<file path="src/rtl/ex_seq_ctrl.sv">
// Multi-cycle LEGv8 sequencer: FETCH/DECODE/EXEC/MEM/WB FSM driving the EX controls and
// the memory and writeback enables. Counts retired instructions and faults on illegal opcodes or memory timeouts.
module ex_seq_ctrl #(
    parameter int TIMEOUT = 16,
    parameter int CNT_W   = 32
) (
    input  logic             clk,
    input  logic             rst,
    input  logic [10:0]      opcode,
    input  logic             Z,
    input  logic             imem_ack,
    input  logic             dmem_ack,
    output logic             imem_req,
    output logic             dmem_req,
    output logic             MemRead,
    output logic             MemWrite,
    output logic             IRWrite,
    output logic             PCWrite,
    output logic             PCSrc,
    output logic [1:0]       ALUOp,
    output logic             ALUSrc,
    output logic             SregUp,
    output logic             RegWrite,
    output logic             MemtoReg,
    output logic [CNT_W-1:0] retired,
    output logic             fault
);

    typedef enum logic [2:0] {S_FETCH, S_DECODE, S_EXEC, S_MEM, S_WB, S_FAULT} state_t;
    typedef enum logic [2:0] {C_R, C_LD, C_ST, C_CBZ, C_CBNZ, C_B, C_ILL} cls_t;

    localparam logic [7:0] WAIT_LAST = 8'(TIMEOUT - 1);

    state_t           state, next;
    cls_t             dec_cls, cls_q;
    logic [7:0]       wait_cnt;
    logic [CNT_W-1:0] retired_q;
    logic             fault_q;
    logic             retire;
    logic             waiting;

    always_comb begin
        dec_cls = C_ILL;
        if (opcode == 11'b10001011000 || opcode == 11'b11001011000 ||
            opcode == 11'b10001010000 || opcode == 11'b10101010000)
            dec_cls = C_R;
        else if (opcode == 11'b11111000010)
            dec_cls = C_LD;
        else if (opcode == 11'b11111000000)
            dec_cls = C_ST;
        else if (opcode[10:3] == 8'b10110100)
            dec_cls = C_CBZ;
        else if (opcode[10:3] == 8'b10110101)
            dec_cls = C_CBNZ;
        else if (opcode[10:5] == 6'b000101)
            dec_cls = C_B;
    end

    assign waiting = (state == S_FETCH && !imem_ack) || (state == S_MEM && !dmem_ack);

    always_ff @(posedge clk) begin
        if (rst) begin
            state     <= S_FETCH;
            cls_q     <= C_ILL;
            wait_cnt  <= '0;
            retired_q <= '0;
            fault_q   <= 1'b0;
        end else begin
            state <= next;
            if (state == S_DECODE)
                cls_q <= dec_cls;
            if (next != state && (next == S_FETCH || next == S_MEM))
                wait_cnt <= '0;
            else if (waiting)
                wait_cnt <= wait_cnt + 8'd1;
            if (retire)
                retired_q <= retired_q + CNT_W'(1);
            if (next == S_FAULT)
                fault_q <= 1'b1;
        end
    end

    always_comb begin
        next     = state;
        retire   = 1'b0;
        imem_req = 1'b0;
        dmem_req = 1'b0;
        MemRead  = 1'b0;
        MemWrite = 1'b0;
        IRWrite  = 1'b0;
        PCWrite  = 1'b0;
        PCSrc    = 1'b0;
        ALUOp    = 2'b00;
        ALUSrc   = 1'b0;
        SregUp   = 1'b0;
        RegWrite = 1'b0;
        MemtoReg = 1'b0;
        case (state)
            S_FETCH: begin
                imem_req = 1'b1;
                if (imem_ack) begin
                    IRWrite = 1'b1;
                    PCWrite = 1'b1;
                    next    = S_DECODE;
                end else if (wait_cnt == WAIT_LAST) begin
                    next = S_FAULT;
                end
            end
            S_DECODE: next = (dec_cls == C_ILL) ? S_FAULT : S_EXEC;
            S_EXEC: begin
                case (cls_q)
                    C_R: begin
                        ALUOp = 2'b10;
                        next  = S_WB;
                    end
                    C_LD, C_ST: begin
                        ALUSrc = 1'b1;
                        next   = S_MEM;
                    end
                    C_CBZ, C_CBNZ: begin
                        ALUOp  = 2'b01;
                        ALUSrc = 1'b1;
                        SregUp = 1'b1;
                        if ((cls_q == C_CBZ && Z) || (cls_q == C_CBNZ && !Z)) begin
                            PCWrite = 1'b1;
                            PCSrc   = 1'b1;
                        end
                        retire = 1'b1;
                        next   = S_FETCH;
                    end
                    C_B: begin
                        ALUOp   = 2'b11;
                        PCWrite = 1'b1;
                        PCSrc   = 1'b1;
                        retire  = 1'b1;
                        next    = S_FETCH;
                    end
                    default: next = S_FAULT;
                endcase
            end
            S_MEM: begin
                dmem_req = 1'b1;
                MemRead  = (cls_q == C_LD);
                MemWrite = (cls_q == C_ST);
                ALUSrc   = 1'b1;
                if (dmem_ack) begin
                    retire = (cls_q != C_LD);
                    next   = (cls_q == C_LD) ? S_WB : S_FETCH;
                end else if (wait_cnt == WAIT_LAST) begin
                    next = S_FAULT;
                end
            end
            S_WB: begin
                RegWrite = 1'b1;
                MemtoReg = (cls_q == C_LD);
                retire   = 1'b1;
                next     = S_FETCH;
            end
            default: next = S_FAULT;
        endcase
        // Reset kills every strobe in the same cycle so an aborted instruction leaves no side effect.
        if (rst) begin
            imem_req = 1'b0;
            dmem_req = 1'b0;
            MemRead  = 1'b0;
            MemWrite = 1'b0;
            IRWrite  = 1'b0;
            PCWrite  = 1'b0;
            PCSrc    = 1'b0;
            ALUOp    = 2'b00;
            ALUSrc   = 1'b0;
            SregUp   = 1'b0;
            RegWrite = 1'b0;
            MemtoReg = 1'b0;
        end
    end

    assign retired = rst ? '0 : retired_q;
    assign fault   = fault_q & ~rst;

endmodule
</file>
<file path="config.mk">
export PLATFORM = sky130hd
export DESIGN_NAME = ex_seq_ctrl
export DESIGN_NICKNAME = d
export VERILOG_FILES = /design/src/rtl/ex_seq_ctrl.sv
export SDC_FILE = /design/constraint.sdc
export NUM_CORES = 1
export LEC_CHECK = 0
export CORE_MARGIN = 2
export CORE_UTILIZATION = 45
export DETAILED_ROUTE_END_ITERATION = 16
export GPL_TIMING_DRIVEN = 0
export PLACE_DENSITY = 0.83
export REMOVE_ABC_BUFFERS = 1
export SLEW_MARGIN = 5
export SYNTH_ARGS = -nofsm -noshare
export SYNTH_HDL_FRONTEND = slang
export SYNTH_SLANG_ARGS = --single-unit
</file>
<file path="constraint.sdc">
create_clock -name clk -period 4.65 [get_ports clk]
set_input_delay 1.1625 -clock clk [delete_from_list [all_inputs] [get_ports clk]]
set_output_delay 1.1625 -clock clk [all_outputs]
set_load 0.02 [all_outputs]
</file>
==> summary.md, run 1 <==
| Metric | Value |
|---|---|
| Clock Sinks | 47 |
| HP Class | flop to flop |
| Final Cycle Share | 91.6% |
| CTS tree | done |
| Worst R2R Start | state[0] |
| Die area | 6910 sq um |
| Antenna violations before repair | 0 |
| Endpoints failing setup | 0 |
| Synth Instances | 363 |
| Setup WS pre-CTS | 0.408 ns |
| Slew headroom | 45.8% |
| Via Count | 2646 |
| Number of global-route vias before repair | 2341 |
| Clock Pin Slew Worst Setup and Hold Paths | 0.08 ns |
| Crit end category | output pin |
| Clock latency on the worst-skew pair | 0.30 ns |
| Syn Std Cell Area | 2820 sq um |
| Drc violations | 0 |
| Startpoint Class | input port |
| Congestion Overflow GR | 0 |
| DP Area | 3440 sq um |
| Layout cells sized above 1 | 3.87% |
| Critical path class | input port to output pin |
| Internal power | 599 uW |
| VDD IR max | 0.000201 V |
| Combinational power share | 19.6% |
| Post-route cell area | 3530 sq um |
| Main flop type after synthesis | dfxtp_1 |
| GPL Wtd Cong | 0.802 |
| Crit Reg-Reg Endpoint | retired_q[31] |
| Register area share after synthesis | 33.4% |
| Post-synth cell types | 53 |
| Final Util | 58.9% |
| Nets | 431 |
| PnR worst setup slack | 0.389 ns |
| Initial Util | 47.1% |
| Yosys Warn Count | 0 |
| Synth area leader | dfxtp_1 |
| # diodes | 0 |
| Core area | 5990 sq um |
| Yosys reg bits | 47 |
| # Post-CTS Setup Buffers | 0 |
| First-pass GRT wire length | 10600 um |
| Clock share of power | 27.5% |
| Leak | 1.18 nW |
| Slew @ Worst Pin | 0.813 ns |
| Clock Path Buffers | 2 |
| Number of synthesized flops with an enable pin | 0 |
| Avg Synthesized Cell Area | 7.77 sq um |
| NetSw | 257 uW |
| Area Growth Syn to Fin | 25.1% |
| Vias per Instance | 5.42 |
| Clock Root Buffer | clkbuf_8 |
| Wire per inst | 12.6 um |
| Post-Route WL | 6150 um |
| PostCTS Resize Cnt | 0 |
| Final hold vios | 0 |
| Critical path required time | 3.49 ns |
| Placement Rows | 28 |
| Die X | 83.1 um |
| Largest net degree at the start of global routing | 89 |
| Max Clk Rate | 0.235 GHz |
| Period minus WS final | 4.26 ns |
| Top-count cell post-synth | nor2_1 |
| Setup crit end | PCWrite |
| Detail Placement HPWL | 4500 um |
| Sw Share | 30.1% |
| R2R Setup Slk | 2.31 ns |
| Worst Setup SP | Z |
| Pins Over Slew Limit | 0 |
| Worst-path fanout max | 2 |
| Reg power frac | 52.9% |
| H-Tree Level Count | 2 |
| Area contributors post-synth | dfxtp_1, xnor2_1, nor2_1, nor2b_1, nor3_1 |
| Hold buffer count at cts | 0 |
| Fraction of registers with async set/reset | 0% |
| Clk_skew | 0.00869 ns |
| Top cell type's share of synthesized area | 33.4% |
| 1st-iter DRT viols | 137 |
| Total of max-cap violations | 0 |
| Die height | 83.1 um |
| Total track usage | 17.7% |
| Hold Path Depth | 2 |
| IO Count | 62 |
| Port Buffer Count | 61 |
| R2R cell count | 6 |
| Antenna viol nets, final | 0 |
| PwrDens | 243 nW/um^2 |
| RSZ-0062 raised after global routing | no |
| Status | complete, no violations |
| Worst EP arrival | 3.10 ns |
| First-pass DRT Iterations | 4 |
| Total CTS buffers | 5 |
| Post-synth top cells | nor2_1, dfxtp_1, nor3_1 |
-- cells in the final DEF, fill, tap and decap left out, drive strengths merged, types with 2 or more instances in the layout --
| master | count |
|---|---|
| or2 | 2 |
| or3 | 4 |
| nand3 | 14 |
| a21o | 5 |
| or4 | 2 |
| nand2b | 7 |
| clkinv | 2 |
| a21boi | 3 |
| nand3b | 3 |
| nor4bb | 2 |
| o21ai | 9 |
| and2 | 3 |
| nor2b | 27 |
| nand2 | 22 |
| inv | 12 |
| xnor2 | 28 |
| dfxtp | 47 |
| and4 | 2 |
| a211o | 3 |
| xor2 | 7 |
| clkbuf | 5 |
| nor4 | 6 |
| mux2i | 2 |
| nor2 | 51 |
| nand4 | 9 |
| nor3 | 29 |
| a31oi | 2 |
| a21oi | 11 |
| o311ai | 2 |
| a221o | 2 |
| clkdlybuf4s50 | 60 |
| and3 | 9 |
| ha | 2 |
-- cell families (layout without fill, tap and decap cells) --
logic type	after synthesis	in the layout	synth area share [%]
simple gates	197	197	36.8
fa+ha+maj	2	2	0.888
xor+xnor	35	35	10.9
flops	47	47	33.4
compound gates	49	49	12.7
mux	3	3	1.11
buf+inv	30	80	4.35
-- how the worst min path moves through the flow --
stage	start	end	slack [ns]
final	fault_q	fault_q	0.51
after global routing	fault_q	fault_q	0.54
after CTS	fault_q	fault_q	0.51
after detailed placement	fault_q	fault_q	0.50
after global placement	retired_q[31]	retired_q[31]	0.49
after floorplan	retired_q[31]	retired_q[31]	0.47
-- power by group through the flow --
stage          combinational, mW  sequential [mW]  clock (mW)
6_report                   0.168            0.453       0.235
5_1_grt                    0.187            0.456       0.257
4_1_cts                    0.168            0.452       0.243
3_5_place_dp               0.167            0.461           0
3_3_place_gp               0.164            0.459           0
2_1_floorplan              0.111            0.452           0
-- per-layer routing --
metal / part of all wire [%] / global-route usage (%) / vias to the layer above
met3: 4.6 / 4.77 / 9
met1: 46 / 22.2 / 1201
li1: - / - / 1374
met2: 48 / 30.6 / 62
met5: 0 / 0 / -
met4: 1.1 / 3.58 / 0
-- critical path, stage by stage --
cell and delay (ns):
clkdlybuf4s50_1 0.48, a21boi_0 0.08, a21oi_1 0.15, nand2_1 0.11, a2111oi_0 0.43, clkdlybuf4s50_1 0.69
-- final cells by class --
class	instances	area, sq um
clock buffer	5	68.8
clock inverter	2	13.8
fill	531	2460
inverter	12	45.0
multi-input combinational	286	1760
sequential	47	941
tap	75	93.8
timing repair buffer	61	608
-- sequential cells by signal, indices dropped and copies added, names as in the netlist --
name and cells:
retired_q 32, cls_q 3, state 3, wait_cnt 8, fault_q 1
-- per-stage QoR --
| step | setup TNS, ns | total power, mW | std cells | hold WS [ns] |
|---|---|---|---|---|
| 3_3_place_gp | -43.46 | 0.623 | 481 | 0.487 |
| 5_1_grt | 0 | 0.900 | 488 | 0.539 |
| 6_report | 0 | 0.856 | 488 | 0.508 |
| 3_5_place_dp | 0 | 0.628 | 481 | 0.500 |
| 2_1_floorplan | 0 | 0.563 | 345 | 0.472 |
| 4_1_cts | 0 | 0.863 | 488 | 0.512 |
Note: power is estimated with default switching activity, not from simulation.
==> run 2, diff against run 1 <==
CTS_CLUSTER_DIAMETER = 30   (was unset)
SETUP_SLACK_MARGIN = 0.02   (was unset)
==> results of run 2 <==
Final layout, timing and power as in run 1 (identical DEF).
